**src/rtl/state_seek_pkg.sv**
```systemverilog
// state_seek_pkg: shared types and helpers for the state_seek_ctrl sequencer.
//   seek_state_e : controller FSM states
//   DIR_UP/DOWN  : encoding of the sw direction output
//   CNT_W        : width of the shared dwell/timeout counter
//   mod4_delta() : forward distance from cur to target on the 4-state ring
package state_seek_pkg;

    localparam int   CNT_W    = 8;
    localparam logic DIR_UP   = 1'b1;
    localparam logic DIR_DOWN = 1'b0;

    typedef enum logic [2:0] {
        ST_IDLE,
        ST_STEP,
        ST_WAIT,
        ST_DWELL,
        ST_DONE,
        ST_ERR
    } seek_state_e;

    // A 2-bit subtraction wraps naturally, which is exactly mod 4.
    function automatic logic [1:0] mod4_delta(input logic [1:0] target,
                                              input logic [1:0] cur);
        return target - cur;
    endfunction

endpackage

```
**src/rtl/state_seek_ctrl_cycle_timer.sv**
```systemverilog
// cycle_timer: loadable down-counter shared by the dwell and timeout phases.
//   clk, reset (async, active-low)
//   load, load_val : synchronous load (wins over dec)
//   dec            : count down by one, saturating at zero
//   zero           : counter currently reads zero
module cycle_timer
    import state_seek_pkg::*;
(
    input  logic             clk,
    input  logic             reset,
    input  logic             load,
    input  logic [CNT_W-1:0] load_val,
    input  logic             dec,
    output logic             zero
);

    logic [CNT_W-1:0] cnt_q, cnt_d;

    // NOTE: every variable assigned in always_comb gets a default first, so no latch is inferred.
    always_comb begin
        cnt_d = cnt_q;
        if (load) begin
            cnt_d = load_val;
        end else if (dec && (cnt_q != '0)) begin
            cnt_d = cnt_q - 1'b1;
        end
    end

    always_ff @(posedge clk or negedge reset) begin
        if (!reset) begin
            cnt_q <= '0;
        end else begin
            cnt_q <= cnt_d;
        end
    end

    assign zero = (cnt_q == '0);

endmodule

```
**src/rtl/state_seek_ctrl.sv**
```systemverilog
// state_seek_ctrl: steps a four-state machine to a requested state along the
// shortest modular path, one verified step at a time.
//   clk, reset (async, active-low)
//   req_valid/req_ready/req_target : target request handshake (ready only in IDLE)
//   q_in     : observed state of the controlled machine
//   step_en  : one-cycle step strobe to the machine
//   sw       : step direction, 1 = up, 0 = down (held from acceptance to completion)
//   busy     : controller not idle
//   done     : one-cycle completion pulse
//   err      : sticky stuck/wrong-state flag, cleared by the next accepted request
module state_seek_ctrl
    import state_seek_pkg::*;
#(
    parameter int unsigned DWELL_CYCLES   = 4,
    parameter int unsigned TIMEOUT_CYCLES = 8
) (
    input  logic       clk,
    input  logic       reset,
    input  logic       req_valid,
    output logic       req_ready,
    input  logic [1:0] req_target,
    input  logic [1:0] q_in,
    output logic       step_en,
    output logic       sw,
    output logic       busy,
    output logic       done,
    output logic       err
);

    // The timer is checked for zero on the last cycle of a phase, so loading
    // N-1 gives exactly N cycles of DWELL or WAIT.
    localparam logic [CNT_W-1:0] DWELL_LOAD   = CNT_W'(DWELL_CYCLES - 1);
    localparam logic [CNT_W-1:0] TIMEOUT_LOAD = CNT_W'(TIMEOUT_CYCLES - 1);

    seek_state_e state_q;
    logic [1:0]  steps_left_q;
    logic [1:0]  prev_q;
    logic [1:0]  exp_q;
    logic        sw_q, step_en_q, done_q, busy_q, ready_q, err_q;

    logic             tmr_load, tmr_dec, tmr_zero;
    logic [CNT_W-1:0] tmr_load_val;

    cycle_timer u_timer (
        .clk      (clk),
        .reset    (reset),
        .load     (tmr_load),
        .load_val (tmr_load_val),
        .dec      (tmr_dec),
        .zero     (tmr_zero)
    );

    // Timer control mirrors the transitions below: load on STEP (timeout),
    // load on a non-final match (dwell), count while waiting or dwelling.
    always_comb begin
        tmr_load     = 1'b0;
        tmr_load_val = '0;
        tmr_dec      = 1'b0;
        unique case (state_q)
            ST_STEP: begin
                tmr_load     = 1'b1;
                tmr_load_val = TIMEOUT_LOAD;
            end
            ST_WAIT: begin
                if (q_in == exp_q) begin
                    if (steps_left_q != 2'd1) begin
                        tmr_load     = 1'b1;
                        tmr_load_val = DWELL_LOAD;
                    end
                end else if (q_in == prev_q) begin
                    tmr_dec = 1'b1;
                end
            end
            ST_DWELL: tmr_dec = 1'b1;
            default: ;
        endcase
    end

    // NOTE: sequential state uses non-blocking assignments only, so every register sees pre-edge values.
    always_ff @(posedge clk or negedge reset) begin
        if (!reset) begin
            state_q      <= ST_IDLE;
            steps_left_q <= '0;
            prev_q       <= '0;
            exp_q        <= '0;
            sw_q         <= DIR_DOWN;
            step_en_q    <= 1'b0;
            done_q       <= 1'b0;
            busy_q       <= 1'b0;
            ready_q      <= 1'b1;
            err_q        <= 1'b0;
        end else begin
            step_en_q <= 1'b0;
            done_q    <= 1'b0;
            unique case (state_q)
                ST_IDLE: begin
                    // The delta and step count fully capture the target, so
                    // later changes on req_target cannot matter.
                    if (req_valid) begin
                        err_q   <= 1'b0;
                        busy_q  <= 1'b1;
                        ready_q <= 1'b0;
                        unique case (mod4_delta(req_target, q_in))
                            2'd0: begin
                                state_q <= ST_DONE;
                                done_q  <= 1'b1;
                            end
                            2'd1: begin
                                sw_q         <= DIR_UP;
                                steps_left_q <= 2'd1;
                                state_q      <= ST_STEP;
                                step_en_q    <= 1'b1;
                            end
                            2'd2: begin
                                sw_q         <= DIR_UP;
                                steps_left_q <= 2'd2;
                                state_q      <= ST_STEP;
                                step_en_q    <= 1'b1;
                            end
                            default: begin
                                sw_q         <= DIR_DOWN;
                                steps_left_q <= 2'd1;
                                state_q      <= ST_STEP;
                                step_en_q    <= 1'b1;
                            end
                        endcase
                    end
                end
                ST_STEP: begin
                    prev_q  <= q_in;
                    exp_q   <= (sw_q == DIR_UP) ? q_in + 2'd1 : q_in - 2'd1;
                    state_q <= ST_WAIT;
                end
                ST_WAIT: begin
                    if (q_in == exp_q) begin
                        steps_left_q <= steps_left_q - 2'd1;
                        if (steps_left_q == 2'd1) begin
                            state_q <= ST_DONE;
                            done_q  <= 1'b1;
                        end else begin
                            state_q <= ST_DWELL;
                        end
                    end else if (q_in == prev_q) begin
                        if (tmr_zero) begin
                            state_q <= ST_ERR;
                        end
                    end else begin
                        // Machine moved somewhere other than one step: not recoverable.
                        state_q <= ST_ERR;
                    end
                end
                ST_DWELL: begin
                    if (tmr_zero) begin
                        state_q   <= ST_STEP;
                        step_en_q <= 1'b1;
                    end
                end
                ST_DONE: begin
                    state_q <= ST_IDLE;
                    busy_q  <= 1'b0;
                    ready_q <= 1'b1;
                end
                ST_ERR: begin
                    err_q   <= 1'b1;
                    state_q <= ST_IDLE;
                    busy_q  <= 1'b0;
                    ready_q <= 1'b1;
                end
                default: begin
                    state_q <= ST_IDLE;
                    busy_q  <= 1'b0;
                    ready_q <= 1'b1;
                end
            endcase
        end
    end

    assign req_ready = ready_q;
    assign step_en   = step_en_q;
    assign sw        = sw_q;
    assign busy      = busy_q;
    assign done      = done_q;
    assign err       = err_q;

endmodule

```
**config.mk**
```make
export PLATFORM = sky130hd
export DESIGN_NAME = state_seek_ctrl
export DESIGN_NICKNAME = d
export VERILOG_FILES = /design/src/rtl/state_seek_pkg.sv /design/src/rtl/state_seek_ctrl_cycle_timer.sv /design/src/rtl/state_seek_ctrl.sv
export SDC_FILE = /design/constraint.sdc
export NUM_CORES = 1
export LEC_CHECK = 0
export ABC_AREA = 1
export CORE_ASPECT_RATIO = 1.5
export CORE_MARGIN = 5
export CORE_UTILIZATION = 50
export DETAILED_ROUTE_END_ITERATION = 10
export GPL_ROUTABILITY_DRIVEN = 0
export PLACE_DENSITY = 0.71
export REMOVE_ABC_BUFFERS = 1
export SLEW_MARGIN = 5
export SYNTH_ARGS = -nofsm -noshare
export SYNTH_HDL_FRONTEND = slang
export SYNTH_SLANG_ARGS = --single-unit
```
**constraint.sdc**
```tcl
create_clock -name clk -period 2.9 [get_ports clk]
set_clock_uncertainty 0.05 [all_clocks]
set_input_delay 0.435 -clock clk [delete_from_list [all_inputs] [get_ports clk]]
set_output_delay 0.435 -clock clk [all_outputs]
set_load 0.05 [all_outputs]
```
==> results.toml <==
[flow_run]
maxCapViolCount = 0

[cts]
cts_made_buffers = 3
clock_tree.htree_level_count = 1
post_cts.repair.setup_buffers = 0
clk_path_buf_depth = 2
worst_setup_hold_path_clk_slew_ns = 0.08
cts.hold.buffers_added = 0
cts-root-buf = "clkbuf_8"
cts_resized = 0
clkLatencyLatePin_ns = 0.27
clock_tree_sinks = 23
clock_tree_from_tritoncts = "yes"

[detailed_routing]
vias_post_dr = 1216
first_pass_iters = 4
drt_first_iter_violations = 19
wirelength_mm = 3.07
route.detailed.drc = 0
ant_nets = 0
drt-wirelength-per-cell_um = 12.6
avgViaCountPerCell = 4.98

[setup_path]
cp_max_fo = 6
critPathKind = "in2reg"
timing.critical_path.max_delay_family = "buffers and inverters"
start_kind = "primary input"
crit_chain = "clkdlybuf4s50_1 -> ha_1 -> xor2_1 -> xor2_1 -> ha_1 -> inv_1 -> nand2_1 -> nand2_1 -> nand3_1 -> nor2_1 -> a21oi_1"
critical_path_buf_inv_count = 2
max_incr_delay_on_cp_ns = 0.59
critical_path.slowest_cell = "clkdlybuf4s50_1"
required_ns = 3.05
arrival_time_of_data_at_the_critical_path_endpoint_ns = 2.29
end_kind = "flip-flop"

[grt]
gr-usage-met2_pct = 34.2
antenna_found_initial = 0
global_route.usage.met1_pct = 18.6
grt_pass1_wl_mm = 5.51
grt_overflow = 0
grt.total_usage_pct = 18.4
grt_start_max_net_pins = 24
grt_most_used_layer = "met2"
first_global_vias = 1329
grt_use_met3_pct = 1.57

[logic_synthesis]
syn_inst = 189
synth.ff_latch_count = 23
synth_async_sr_flop_share_pct = 100
synth-warning-count = 0
postSynth.topFlopCell = "dfrtp_1"
synth.cell_area_um2 = 1440
synthesis.area_per_instance_um2 = 7.62
yosysSeqAreaShare_pct = 40.1
synth.distinct_cells = 27
synth_enable_flop_cells = 0

[place]
io_buffer_count = 12
hpwlAfterDp_mm = 2.44
pre_cts_slack_ns = 0.520

[floorplan]
floorplan.initialDensity_pct = 50.5
ios = 13
die-area_um2 = 4080
die-height_um = 75.7
die_x_um = 53.8
core_area_um2 = 2850
fp-row-count = 24

[pwr]
power.leakage_nw = 0.872
pwr_density_cell_nw_per_um2 = 1050
ir_drop_mv = 0.591

[min_path]
min-delay-path-class = "reg2reg"

[timing]
setup-violations-final = 0
worst_hold_slack_ns = 0.417
tightest_slew_ns = 0.522
period_needed_ns = 2.14
fin_setup_tns_ns = 0
final-hold-violation-count = 0
maxClockFrequency_ghz = 0.467
rsz0062_at_grt = "false"
timing.final.max_slew_violations = 0
slew_headroom_pct = 64.9
final_setup_slack_of_the_worst_path_ns = 0.757
portion_of_the_clock_cycle_consumed_by_the_worst_path_in_the_final_layout_pct = 73.9

[cells_and_area]
area_growth_syn_to_layout_pct = 14.9
fill_cells = 270
antennaDiodeCount = 0
post_route_cells_drive_above_1_share_pct = 9.27
utilization_pct = 58.0
finalNetCount = 219

[status]
status = "completed"
-- layout make-up --
class | instances | area [um2] | share of cell area (%)
clock buffer | 3 | 41.3 | 2.50
clock inverter | 1 | 7.51 | 0.454
inverter | 25 | 93.8 | 5.67
multi-input combinational | 140 | 758 | 45.8
sequential | 23 | 577 | 34.9
tap | 39 | 48.8 | 2.95
timing repair buffer | 13 | 128 | 7.72
-- sequential cells by signal (all words and copies together) (netlist names) --
signal,count
u_timer.cnt_q,8
state_q,3
exp_q,2
prev_q,2
steps_left_q,2
busy,1
done,1
err,1
req_ready,1
step_en,1
sw,1
-- final timing paths --
path                                                   start                      endpoint  slack [ns]  cells after the start
max in group asynchronous                              reset         req_ready$_DFFE_PN1P_        2.04                      2
min in group asynchronous                              reset              busy$_DFFE_PN0P_        0.47                      2
worst min-delay path                   req_ready$_DFFE_PN1P_         req_ready$_DFFE_PN1P_        0.42                      2
worst max-delay path                                 q_in[0]   steps_left_q[1]$_DFFE_PN0P_        0.76                     11
worst min register to register         req_ready$_DFFE_PN1P_         req_ready$_DFFE_PN1P_        0.42                      2
worst max register to register  u_timer.cnt_q[0]$_DFFE_PN0P_  u_timer.cnt_q[2]$_DFFE_PN0P_        1.20                      9
-- metrics by stage --
| step | cell area [um2] | power, mW | std cells |
|---|---|---|---|
| 2_1_floorplan | 1430 | 1.29 | 188 |
| 3_3_place_gp | 1610 | 1.51 | 240 |
| 3_5_place_dp | 1610 | 1.55 | 240 |
| 4_1_cts | 1650 | 1.76 | 244 |
| 5_1_grt | 1650 | 1.90 | 244 |
| 6_report | 1650 | 1.74 | 244 |
-- synthesized netlist by cell type, types with 2 or more instances --
library cell  count  area, um2
ha_1              6       75.1
nor2_1           10       37.5
o21ai_0           6       30.0
xor2_1            8       70.1
nand4_1           2       12.5
nor2_2            3       18.8
nand2_2           4       25.0
inv_1            24       90.1
nand3b_1          4       30.0
nor2_4            2       22.5
dfrtp_1          22        551
nand3_1          18       90.1
nand2_1          66        248
-- tightest hold or removal path, stage by stage, from the launching register on --
cell	delay, ns
dfstp_2	0.38
nand2_1	0.05
nand2_1	0.04
-- cell usage in the layout (no fill, tap or decap), drive strengths merged --
master,synthesis,routed
clkinvlp,0,1
nand3b,4,4
clkbuf,0,3
o31ai,1,1
nor3,2,2
o22ai,1,1
o21ai,6,6
nand4,2,2
nand2,71,71
o21a,1,1
clkdlybuf4s50,0,12
xnor2,1,1
nor2,15,15
a21oi,2,2
buf,1,1
xor2,8,8
inv,25,25
dfstp,1,1
ha,6,6
nand3,18,18
o221ai,1,1
and3,1,1
dfrtp,22,22
-- power by group --
part	internal, mW	total, mW	switching, mW
logic	0.333	0.968	0.635
registers	0.459	0.569	0.110
clock network	0.0972	0.204	0.106
-- logic make-up after synthesis --
group                      after synthesis  share of synthesized area (%)
xor gates and xnor gates                 9                           5.47
DFF                                     23                           40.1
adders and majority gates                6                           5.21
AOI/OAI and AO/OA                       12                           5.65
buffers and inverters                   26                           7.30
and+or+nand+nor                        113                           36.3
-- layer usage --
| metal | part of all wire (%) | vias to the layer above |
|---|---|---|
| met5 | 0 | - |
| met4 | 3.3 | 0 |
| met3 | 2.0 | 9 |
| met2 | 55 | 15 |
| met1 | 40 | 570 |
| li1 | - | 622 |
Power figures use the tool's default switching activity.
